===== src/rtl/outputs_scatter_mcast.sv =====
// -----------------------------------------------------------------------------
// outputs_scatter_mcast
//
// Purpose:
//   Multicast output scatter stage. One input beat carries num_out_p lanes and
//   a per-lane destination mask. Every selected lane is written into its own
//   els_p-deep output FIFO. Per-lane occupancy is reported. Two enqueue
//   policies are available:
//     decoupled_p = 0 : lockstep. All masked lanes are written in the same
//                       cycle, or none of them is written.
//     decoupled_p = 1 : decoupled. Each masked lane is written as soon as its
//                       FIFO has room. A delivered mask (sent_q) records which
//                       lanes already hold the current beat. The beat retires
//                       once every masked lane has taken it.
//   width_p and num_out_p have to be chosen by the instantiating design; the
//   defaults exist only so that the module elaborates on its own. els_p must
//   be at least 2.
//
// Ports:
//   clk_i      clock; all state changes on the rising edge
//   reset_i    synchronous, active-high reset
//   v_i        input beat valid
//   data_i     num_out_p lanes of width_p bits; lane i = [i*width_p +: width_p]
//   mask_i     destination select; bit i routes lane i to FIFO i
//   ready_o    beat-accept strobe (only ever 1 while v_i = 1)
//   v_o        per-lane output valid (FIFO not empty)
//   data_o     per-lane FIFO head
//   yumi_i     per-lane dequeue, legal only while the matching v_o bit is 1
//   count_o    per-lane registered occupancy, 0..els_p
//   pending_o  decoupled mode: lanes already delivered for the current beat
//
// Handshake (both sides):
//   Input: the producer raises v_i and holds data_i and mask_i stable until it
//   sees v_i & ready_o at a rising edge. That edge retires the beat. ready_o is
//   computed from the current inputs and FIFO state, and it is forced low
//   during reset.
//   Output: v_o[i] means FIFO i has a head entry on data_o. The consumer pulses
//   yumi_i[i] to take that entry at the next edge. yumi_i[i] is an
//   acknowledge, not a request: it must only be raised while v_o[i] = 1.
// -----------------------------------------------------------------------------
module outputs_scatter_mcast #(
  parameter int width_p     = 8,
  parameter int num_out_p   = 4,
  parameter int els_p       = 2,
  parameter bit decoupled_p = 1'b0,
  localparam int cnt_w_lp   = (els_p + 1 <= 2) ? 1 : $clog2(els_p + 1)
) (
  input  logic                          clk_i,
  input  logic                          reset_i,
  input  logic                          v_i,
  input  logic [num_out_p*width_p-1:0]  data_i,
  input  logic [num_out_p-1:0]          mask_i,
  output logic                          ready_o,
  output logic [num_out_p-1:0]          v_o,
  output logic [num_out_p*width_p-1:0]  data_o,
  input  logic [num_out_p-1:0]          yumi_i,
  output logic [num_out_p*cnt_w_lp-1:0] count_o,
  output logic [num_out_p-1:0]          pending_o
);

  localparam int ptr_w_lp = (els_p <= 2) ? 1 : $clog2(els_p);

  localparam logic [ptr_w_lp-1:0] last_ptr_lp = ptr_w_lp'(els_p - 1);
  localparam logic [ptr_w_lp-1:0] ptr_one_lp  = ptr_w_lp'(1);
  localparam logic [cnt_w_lp-1:0] els_cnt_lp  = cnt_w_lp'(els_p);
  localparam logic [cnt_w_lp-1:0] cnt_one_lp  = cnt_w_lp'(1);

  // Valid is ignored during reset so that ready_o stays low.
  logic                 v_eff;
  logic                 ready;
  logic [num_out_p-1:0] lane_rdy;
  logic [num_out_p-1:0] enq;
  logic [num_out_p-1:0] sent_q;
  logic [num_out_p-1:0] sent_d;

  assign v_eff   = v_i & ~reset_i;
  assign ready_o = ready;

  // ---------------------------------------------------------------------------
  // Scatter control: decides which lanes are written this cycle and whether
  // the beat retires.
  // ---------------------------------------------------------------------------
  always_comb begin
    enq    = '0;
    ready  = 1'b0;
    sent_d = sent_q;
    if (decoupled_p) begin
      // A lane takes the beat once. It may do so in any cycle while the beat
      // is presented. The beat retires when every masked lane is already
      // covered, or is covered by this cycle's write.
      enq    = {num_out_p{v_eff}} & mask_i & ~sent_q & lane_rdy;
      ready  = v_eff & (&(~mask_i | sent_q | enq));
      sent_d = ready ? '0 : (sent_q | enq);
    end else begin
      // All-or-nothing: a single lane that cannot accept holds back the beat.
      // An empty mask retires at once and writes nothing.
      ready  = v_eff & (&(~mask_i | lane_rdy));
      enq    = {num_out_p{ready}} & mask_i;
      sent_d = '0;
    end
  end

  always_ff @(posedge clk_i) begin
    if (reset_i) begin
      sent_q <= '0;
    end else begin
      sent_q <= sent_d;
    end
  end

  assign pending_o = decoupled_p ? sent_q : '0;

  // ---------------------------------------------------------------------------
  // Per-lane FIFOs. Each lane has its own storage, pointers and counter.
  // ---------------------------------------------------------------------------
  for (genvar g = 0; g < num_out_p; g++) begin : g_lane
    logic [width_p-1:0]  mem_q [els_p];
    logic [ptr_w_lp-1:0] wr_ptr_q;
    logic [ptr_w_lp-1:0] wr_ptr_d;
    logic [ptr_w_lp-1:0] rd_ptr_q;
    logic [ptr_w_lp-1:0] rd_ptr_d;
    logic [cnt_w_lp-1:0] count_q;
    logic [cnt_w_lp-1:0] count_d;
    logic                deq;

    assign v_o[g]                           = (count_q != '0);
    assign deq                              = yumi_i[g] & v_o[g];
    // A full FIFO still accepts when its head leaves in the same cycle.
    assign lane_rdy[g]                      = (count_q < els_cnt_lp) | yumi_i[g];
    assign data_o[g*width_p +: width_p]     = mem_q[rd_ptr_q];
    assign count_o[g*cnt_w_lp +: cnt_w_lp]  = count_q;

    always_comb begin
      wr_ptr_d = wr_ptr_q;
      rd_ptr_d = rd_ptr_q;
      count_d  = count_q;
      if (enq[g]) begin
        wr_ptr_d = (wr_ptr_q == last_ptr_lp) ? '0 : wr_ptr_q + ptr_one_lp;
      end
      if (deq) begin
        rd_ptr_d = (rd_ptr_q == last_ptr_lp) ? '0 : rd_ptr_q + ptr_one_lp;
      end
      if (enq[g] & ~deq) begin
        count_d = count_q + cnt_one_lp;
      end else if (~enq[g] & deq) begin
        count_d = count_q - cnt_one_lp;
      end
    end

    always_ff @(posedge clk_i) begin
      if (reset_i) begin
        wr_ptr_q <= '0;
        rd_ptr_q <= '0;
        count_q  <= '0;
      end else begin
        wr_ptr_q <= wr_ptr_d;
        rd_ptr_q <= rd_ptr_d;
        count_q  <= count_d;
      end
    end

    // Payload storage needs no reset: entries are only visible while counted.
    always_ff @(posedge clk_i) begin
      if (enq[g]) begin
        mem_q[wr_ptr_q] <= data_i[g*width_p +: width_p];
      end
    end

    a_count_range : assert property (@(posedge clk_i) disable iff (reset_i)
      count_q <= els_cnt_lp)
      else $error("outputs_scatter_mcast: lane %0d count above depth", g);
  end

  // ---------------------------------------------------------------------------
  // Interface protocol checks
  // ---------------------------------------------------------------------------
  a_yumi_legal : assert property (@(posedge clk_i) disable iff (reset_i)
    ~|(yumi_i & ~v_o))
    else $error("outputs_scatter_mcast: yumi_i on a lane with v_o low");

  a_beat_stable : assert property (@(posedge clk_i) disable iff (reset_i)
    (v_i && !ready_o) |=> ($stable(data_i) && $stable(mask_i)))
    else $error("outputs_scatter_mcast: data_i/mask_i changed before accept");

endmodule


===== config.mk =====
export PLATFORM = sky130hd
export DESIGN_NAME = outputs_scatter_mcast
export DESIGN_NICKNAME = d
export VERILOG_FILES = /design/src/rtl/outputs_scatter_mcast.sv
export SDC_FILE = /design/constraint.sdc
export NUM_CORES = 1
export LEC_CHECK = 0
export CAP_MARGIN = 20
export CORE_MARGIN = 2
export CORE_UTILIZATION = 47
export CTS_CLUSTER_DIAMETER = 120
export DETAILED_ROUTE_END_ITERATION = 10
export PLACE_DENSITY = 0.79
export SETUP_SLACK_MARGIN = 0.05
export SLEW_MARGIN = 20
export SYNTH_ARGS = -nofsm -noshare
export SYNTH_HDL_FRONTEND = slang
export SYNTH_SLANG_ARGS = --single-unit
export TNS_END_PERCENT = 100

===== constraint.sdc =====
create_clock -name clk_i -period 2.1 [get_ports clk_i]
set_input_delay 0.42 -clock clk_i [delete_from_list [all_inputs] [get_ports clk_i]]
set_output_delay 0.42 -clock clk_i [all_outputs]
set_load 0.03 [all_outputs]

Yosys cells after proc, flatten, opt, wreduce, memory -nomap -nowiden:

Memories as Yosys holds them, arrays and structs flattened. A register that Yosys moved wholly into a read port is not among the register bits.
Index checks and enable logic that the tools add are counted.

* reductions and logical operators: 9
* muxes and demuxes: 32
* $add $sub $neg: 16
* $lt $le $gt $ge: 4
* bitwise gates (word level): 30

Operator list (number)
* $mux 1: 24
* $mux 2: 8
* $reduce_bool 2->1: 8
* $and 1x1->1: 14
* $not 1->1: 9
* $add 1x1->1 const B: 8
* $add 2x1->2 const B: 4
* $lt 2x2->1 const B: 4
* $sub 2x1->2 const B: 4
* $and 4x4->4: 1
* $not 4->4: 1
* $or 1x1->1: 4
* $or 4x4->4: 1
* $reduce_and 4->1: 1

* memories kept: 4
* output and inout port bits: 49
* word-level logic and storage cells: 107
* bits in registers: 16
* input bits: 43
* bits in writable memories: 64

Memories
* g_lane[0].mem_q: depth 2, width 8, read ports 1, clocked after memory_dff 1, write ports 1, line 117 `logic [width_p-1:0] mem_q [els_p];`
* g_lane[1].mem_q: depth 2, width 8, read ports 1, clocked after memory_dff 1, write ports 1, line 117
* g_lane[2].mem_q: depth 2, width 8, read ports 1, clocked after memory_dff 1, write ports 1, line 117
* g_lane[3].mem_q: depth 2, width 8, read ports 1, clocked after memory_dff 1, write ports 1, line 117

Depth between registers and ports, before layout:

Gate-level depths: netlist of run 1.

* depth in word-level cells: 10
* gate-level depth with buffers: 9

Least setup slack after synthesis of run 1:

No wires, ideal clock.

* path kind: register -> register
* start point: register g_lane[2].count_q[1]
* end point: register g_lane[1].count_q[1]
* cell stages (with the launch flop): 8
* setup slack: 141 ps
* arrival: 1889 ps
* setup time: 70 ps
* path buffers: 1
* path through: dfxtp_1 nand3b_1 and4_1 buf_6 and3_4 ha_1 or3_1 a21oi_1

* cells in the longest elaborated chain, start to end: 9
* elaborated cells between the ends (all ways): 11
* those cells by class: 1 x order compare; 1 x mux; 7 x bitwise; 2 x reduce/logical

RTL lines
* start: declaration: line 122 `logic [cnt_w_lp-1:0] count_q;`
* start signal: assignment: line 158 `count_q <= count_d;`
* $lt 2x2->1 (*): line 129 `assign lane_rdy[g] = (count_q < els_cnt_lp) | yumi_i[g];`
* $or 1x1->1 (*): line 129
* $or 4x4->4 (*): line 97 `ready = v_eff & (&(~mask_i | lane_rdy));`
* $reduce_and 4->1 (*): line 97
* $and 1x1->1 (*): line 97
* $and 4x4->4 (*): line 98 `enq = {num_out_p{ready}} & mask_i;`
* named net enq[1]: line 72 `logic [num_out_p-1:0] enq;`
* $not 1->1: line 145 `end else if (~enq[g] & deq) begin`
* $and 1x1->1: line 145
* $reduce_bool 2->1 (no source line)
* end signal: assignment: line 158
* end: declaration: line 122

The timed path passes the listed nets; every way through them passes the cells marked *.
A chain may end at the register's enable or synchronous reset.

Worst setup path in the final report of run 1:

* start point: input port yumi_i[2]
* end point: output port ready_o

* cells in the longest elaborated chain, start to end: 4

RTL lines
* start: declaration: line 56 `input logic [num_out_p-1:0] yumi_i,`
* $or 1x1->1: line 129
* $or 4x4->4: line 97
* $reduce_and 4->1: line 97
* $and 1x1->1: line 97
* end: declaration: line 53 `output logic ready_o,`

Every way passes these cells.

==> results of run 1 <==
## metrics by stage
stage               power, W  hold WS [ns]
finish               0.00517         0.484
global route         0.00544         0.517
CTS                  0.00523         0.488
detailed placement   0.00427         0.476
global placement     0.00424         0.456
floorplan            0.00345         0.446
## what timing repair did
action	4_1_cts	5_1_grt
endpoints found under the setup margin	35	7
gates resized for setup	40	9
hold buffers	0	0
pin swaps	0	4
## placed cells by master (no fill, tap or decap), drive strengths merged
cell type	count
and2	5
or2	4
dfxtp	20
nor2b	2
nand2	7
nor2	15
and4	1
edfxtp	64
clkdlybuf4s50	49
and3	4
or3	4
nand2b	5
dlymetal6s2s	3
a21oi	4
bufinv	1
buf	21
clkbuf	13
ha	4
xor2	12
clkinv	2
dlygate4sd2	34
nand3b	4
inv	3
mux2	32
mux2i	4
conb	4
o21ai	4
## final timing paths
kind / to / slack [ns] / depth (start not counted)
worst min-delay path: g_lane[3].wr_ptr_q / 0.48 / 1
worst max-delay path: ready_o / 0.1 / 5
worst max register to register: g_lane[3].count_q[1] / 0.32 / 7
worst min register to register: g_lane[3].wr_ptr_q / 0.48 / 1
## final cells by class
| cell class | count | area (um^2) |
|---|---|---|
| inverter | 3 | 11.3 |
| fill | 512 | 2200 |
| multi-input combinational | 115 | 903 |
| timing repair buffer | 107 | 1040 |
| clock buffer | 13 | 139 |
| clock inverter | 3 | 40.0 |
| sequential | 84 | 2330 |
| tap | 80 | 100 |
## layer usage
metal | wire length [um] | GRT usage (%) | up-vias | share of wire (%)
met5 | 0 | 0 | - | 0
met4 | 107 | 9.23 | 0 | 1.9
met3 | 238 | 3.32 | 9 | 4.1
met2 | 2920 | 26.2 | 55 | 51
met1 | 2490 | 19.3 | 931 | 43
li1 | - | - | 971 | -
## logic make-up after synthesis
| family | Yosys count | share of synthesized area (%) |
|---|---|---|
| other cells | 1 | 0.115 |
| xor+xnor | 12 | 3.21 |
| flops | 84 | 70.9 |
| fa+ha+maj | 4 | 1.53 |
| simple gates | 51 | 8.45 |
| mux | 36 | 12.2 |
| compound gates | 8 | 1.22 |
| buf+inv | 14 | 2.29 |
## sequential cells by signal (all words and copies together) (netlist names), named ones only
register         cells
g_lane.wr_ptr_q      4
g_lane.mem_q        64
g_lane.count_q       8
g_lane.rd_ptr_q      4
## synth_stat cells (all sizes together)
cell type	n	area [um^2]
edfxtp	64	1920
buf	5	41.3
clkbuf	6	22.5
or2	4	25.0
and3	4	30.0
nand2b	5	31.3
dfxtp	20	400
mux2	32	360
a21oi	4	20.0
nand3b	4	30.0
nor2	15	56.3
mux2i	4	40.0
inv	3	11.3
and4	1	8.76
and2	5	31.3
nor2b	2	12.5
ha	4	50.1
or3	4	25.0
o21ai	4	20.0
xor2	12	105
nand2	7	26.3
conb	1	3.75
## where the power goes
part / internal [W] / leakage, nW / total (W) / switching, W
Combinational: 0.000868 / 0.954 / 0.00190 / 0.00103
Clock: 0.000548 / 0.0914 / 0.00107 / 0.000517
Sequential: 0.00200 / 0.747 / 0.00221 / 0.000211
## worst max-delay path, delay by kind of cell
family | cells | cell delay [ns]
buf+inv | 2 | 0.59
simple gates | 3 | 0.57
==> impl_metrics.csv, run 1 <==
group,metric,value,unit
yosys,syn-instance-count,210,
placement,place_area,0.00439,mm^2
floorplan,fp.dieH,87.5,um
placement,gp_congestion,0.697,
floorplan,io_pins,92,
pwr,p_per_area,1130,mW/mm^2
clock_tree,clk_pin_slew,0.07,ns
sta,rsz0062_at_grt,"yes",
floorplan,core_area,0.00676,mm^2
yosys,yosysUniqueCellTypes,24,
sta,setup_viol,0,
route,totalWireLength,5760,um
route,first_pass_iters,4,
clock_tree,cts_buffers,9,
min_path,hp-start,"g_lane[3].wr_ptr_q",
cells_and_area,fin_area,0.00456,mm^2
yosys,synthesis.area,0.00327,mm^2
cells_and_area,diodes,0,
placement,io_buffer_count,87,
sta,min_period,2.00,ns
yosys,synth_seq_cells,84,
pwr,max-vdd-ir-drop,935,uV
floorplan,start_util,48.4,%
yosys,yosysWarningCount,0,
route,route.vias.total,1966,
worst_setup_path,required,1.68,ns
placement,post-place-ws,-0.309,ns
worst_setup_path,critPathSlowestCell,"clkdlybuf4s50_1",
clock_tree,cts-root-buf,"clkbuf_8",
sta,drv_slew,0,
global_route,grt-ovfl-total,0,
worst_setup_path,critPathCaptureType,"primary output",
yosys,ys_seq_area_share,70.9,%
sta,period_share,95.4,%
cells_and_area,final_core_util,67.5,%
cells_and_area,final_nets,367,
placement,dp_hpwl,4170,um
worst_setup_path,crit_fanout,8,
worst_setup_path,worst-setup-path-type,"input pin to primary output",
global_route,grt.total_usage,15.9,%
status,outcome,"finished clean",
global_route,grt_pass1_wl,9050,um
worst_setup_path,crit_arrival,1.58,ns
sta,fin_ws,0.0973,ns
route,final_antenna_net_count,0,
route,drt_iter0_drc,31,
route,drc_errors,0,
yosys,avgSynthCellArea,15.6,um^2
cells_and_area,area_delta_synth_final,39.3,%
placement,dp.cells,389,
worst_setup_path,cp-start-kind,"input pin",
cells_and_area,drive_gt1_share,24.6,%
clock_tree,cts_setup_buffers,0,
floorplan,die_x,87.5,um
clock_tree,htreeDepth,3,
job,cap_violations,0,
clock_tree,cts_sinks,84,
global_route,grt_max_degree,21,
min_path,hold_class,"flop to flop",
sta,fmax,499,MHz
floorplan,rows,30,
pwr,total_leakage_power,1.79,nW
clock_tree,clk_latency,0.34,ns
clock_tree,cts_buffer_depth,2,
sta,fin_skew,0.00939,ns
worst_setup_path,r2r_start,"g_lane[1].count_q[1]",
route,avgViaCountPerCell,4.85,
cells_and_area,fin_cells,405,
clock_tree,cts_tree,"yes",
global_route,antenna_found_initial,0,
sta,hold_violations,0,
worst_setup_path,crit_chain,"clkdlybuf4s50_1 > nand3b_1 > and4_4 > and2_4 > buf_6",
global_route,grt_pass1_vias,1955,
worst_setup_path,crit_start,"yumi_i[2]",
route,routedWlPerCell,14.2,um
worst_setup_path,cpPeakStageDelay,0.47,ns
sta,final.setup.tns,0,ns
floorplan,die_area,0.00765,mm^2
Power figures use the tool's default switching activity.
==> run 2: changes to the inputs <==
Settings changed: TNS_END_PERCENT 100 to 10.
==> run 2 against run 1 <==
- count of clock-buffer cells in the layout stayed put
- final cell count stayed put
- non-clock buffer count stayed put
- sequential power hardly changed
- total power hardly changed
- design area is 0.11% lower
- highest routed layer unchanged
==> impl_metrics.csv, run 2 (synthesis gave the netlist of run 1 again) <==
group,metric,value,unit
sta,fin_skew,0.00937,ns
route,first_pass_iters,4,
pwr,power.total,0.00517,W
sta,hold_violations,0,
sta,min_period,2.01,ns
cells_and_area,most-common-layout-cells,"edfxtp_1 (64), clkdlybuf4s50_1 (51), dlygate4sd2_1 (34)",
cells_and_area,top_regs,"g_lane.mem_q: 64 flops, g_lane.count_q: 8 flops",
sta,fmax,496,MHz
global_route,met2_usage,26.2,%
cells_and_area,drive_gt1_share,24.6,%
cells_and_area,fin_area,0.00455,mm^2
cells_and_area,final_nets,367,
clock_tree,cts_buffer_depth,2,
status,outcome,"finished clean",
floorplan,rows,30,
global_route,antenna_found_initial,0,
cells_and_area,diodes,0,
placement,dp_hpwl,4170,um
sta,period_share,95.9,%
cells_and_area,final_common_cell,"edfxtp_1",
clock_tree,holdBufCountCts,0,
cells_and_area,largest_register_ffs,64,
clock_tree,cts_sinks,84,
pwr,p_per_area,1140,mW/mm^2
worst_setup_path,required,1.68,ns
route,drt_iter0_drc,40,
clock_tree,clk_latency,0.34,ns
placement,io_buffer_count,87,
floorplan,io_pins,92,
route,final_antenna_net_count,0,
worst_setup_path,cp-start-kind,"flop",
sta,setup_viol,0,
cells_and_area,final_core_util,67.4,%
placement,gp_congestion,0.697,
floorplan,fp.dieH,87.5,um
global_route,met1_usage,19.3,%
sta,final.setup.tns,0,ns
job,cap_violations,0,
floorplan,die_x,87.5,um
sta,drv_slew,0,
worst_setup_path,critPathCaptureType,"primary output",
floorplan,die_area,0.00765,mm^2
global_route,grt.total_usage,15.9,%
cells_and_area,top_register,"g_lane.mem_q",
floorplan,core_area,0.00676,mm^2
route,route.vias.total,1961,
worst_setup_path,crit_fanout,5,
sta,rsz0062_at_grt,"yes",
global_route,grt_pass1_vias,1955,
placement,place_area,0.00439,mm^2
pwr,total_leakage_power,1.77,nW
global_route,grt-busiest-layer,"met2",
sta,fin_ws,0.0854,ns
global_route,grt_pass1_wl,9050,um
placement,post-place-ws,-0.309,ns
cells_and_area,area_delta_synth_final,39.1,%
pwr,max-vdd-ir-drop,935,uV
clock_tree,clk_pin_slew,0.07,ns
route,routedWlPerCell,14.2,um
route,totalWireLength,5750,um
floorplan,start_util,48.4,%
clock_tree,htreeDepth,3,
route,drc_errors,0,
worst_setup_path,crit_arrival,1.59,ns
global_route,grt-ovfl-total,0,
route,avgViaCountPerCell,4.84,
clock_tree,cts_tree,"yes",
global_route,grt_use_met3,3.32,%
min_path,hold_class,"flop to flop",
global_route,grt_max_degree,21,
worst_setup_path,worst-setup-path-type,"flop to primary output",
clock_tree,cts_buffers,9,
clock_tree,cts-root-buf,"clkbuf_8",
## run 2: final timing paths
path / start / endpoint / slack [ns] / depth (start not counted)
worst max-delay path: g_lane[0].count_q[1] / v_o[0] / 0.09 / 2
worst min register to register: g_lane[3].wr_ptr_q / g_lane[3].wr_ptr_q / 0.48 / 1
worst max register to register: g_lane[1].count_q[1] / g_lane[3].count_q[1] / 0.33 / 7
worst min-delay path: g_lane[3].wr_ptr_q / g_lane[3].wr_ptr_q / 0.48 / 1
## run 2: layer usage
metal,up-vias,wire length [um]
met5,-,0
met4,0,107
met3,9,235
met2,55,2910
met1,926,2500
li1,971,-
## run 2: layout make-up
class	instances	area (um^2)
Sequential cell	84	2330
Fill cell	510	2200
Timing Repair Buffer	107	1030
Multi-Input combinational cell	115	903
Clock buffer	13	139
Tap cell	80	100
Clock inverter	3	40.0
Inverter	3	11.3
## run 2: report_power, final
group          internal, W  total, W  leakage (nW)  switching, W
sequential         0.00200   0.00221         0.747      0.000211
clock             0.000548   0.00107        0.0914      0.000517
combinational     0.000871   0.00190         0.930       0.00103
## run 2: repair_timing
action	CTS	global route
setup endpoints to repair	35	7
setup buffers	0	0
pin swaps	0	4
gates resized for setup	40	7
## run 2: worst max-delay path: stages (launching register included)
cell	delay [ns]
dfxtp_1	0.35
or2_2	0.31
clkdlybuf4s50_1	0.60
## run 2: through the flow
step / cells / hold slack, ns
finish: 405 / 0.483
global route: 405 / 0.517
CTS: 405 / 0.488
detailed placement: 389 / 0.476
global placement: 389 / 0.456
floorplan: 213 / 0.446
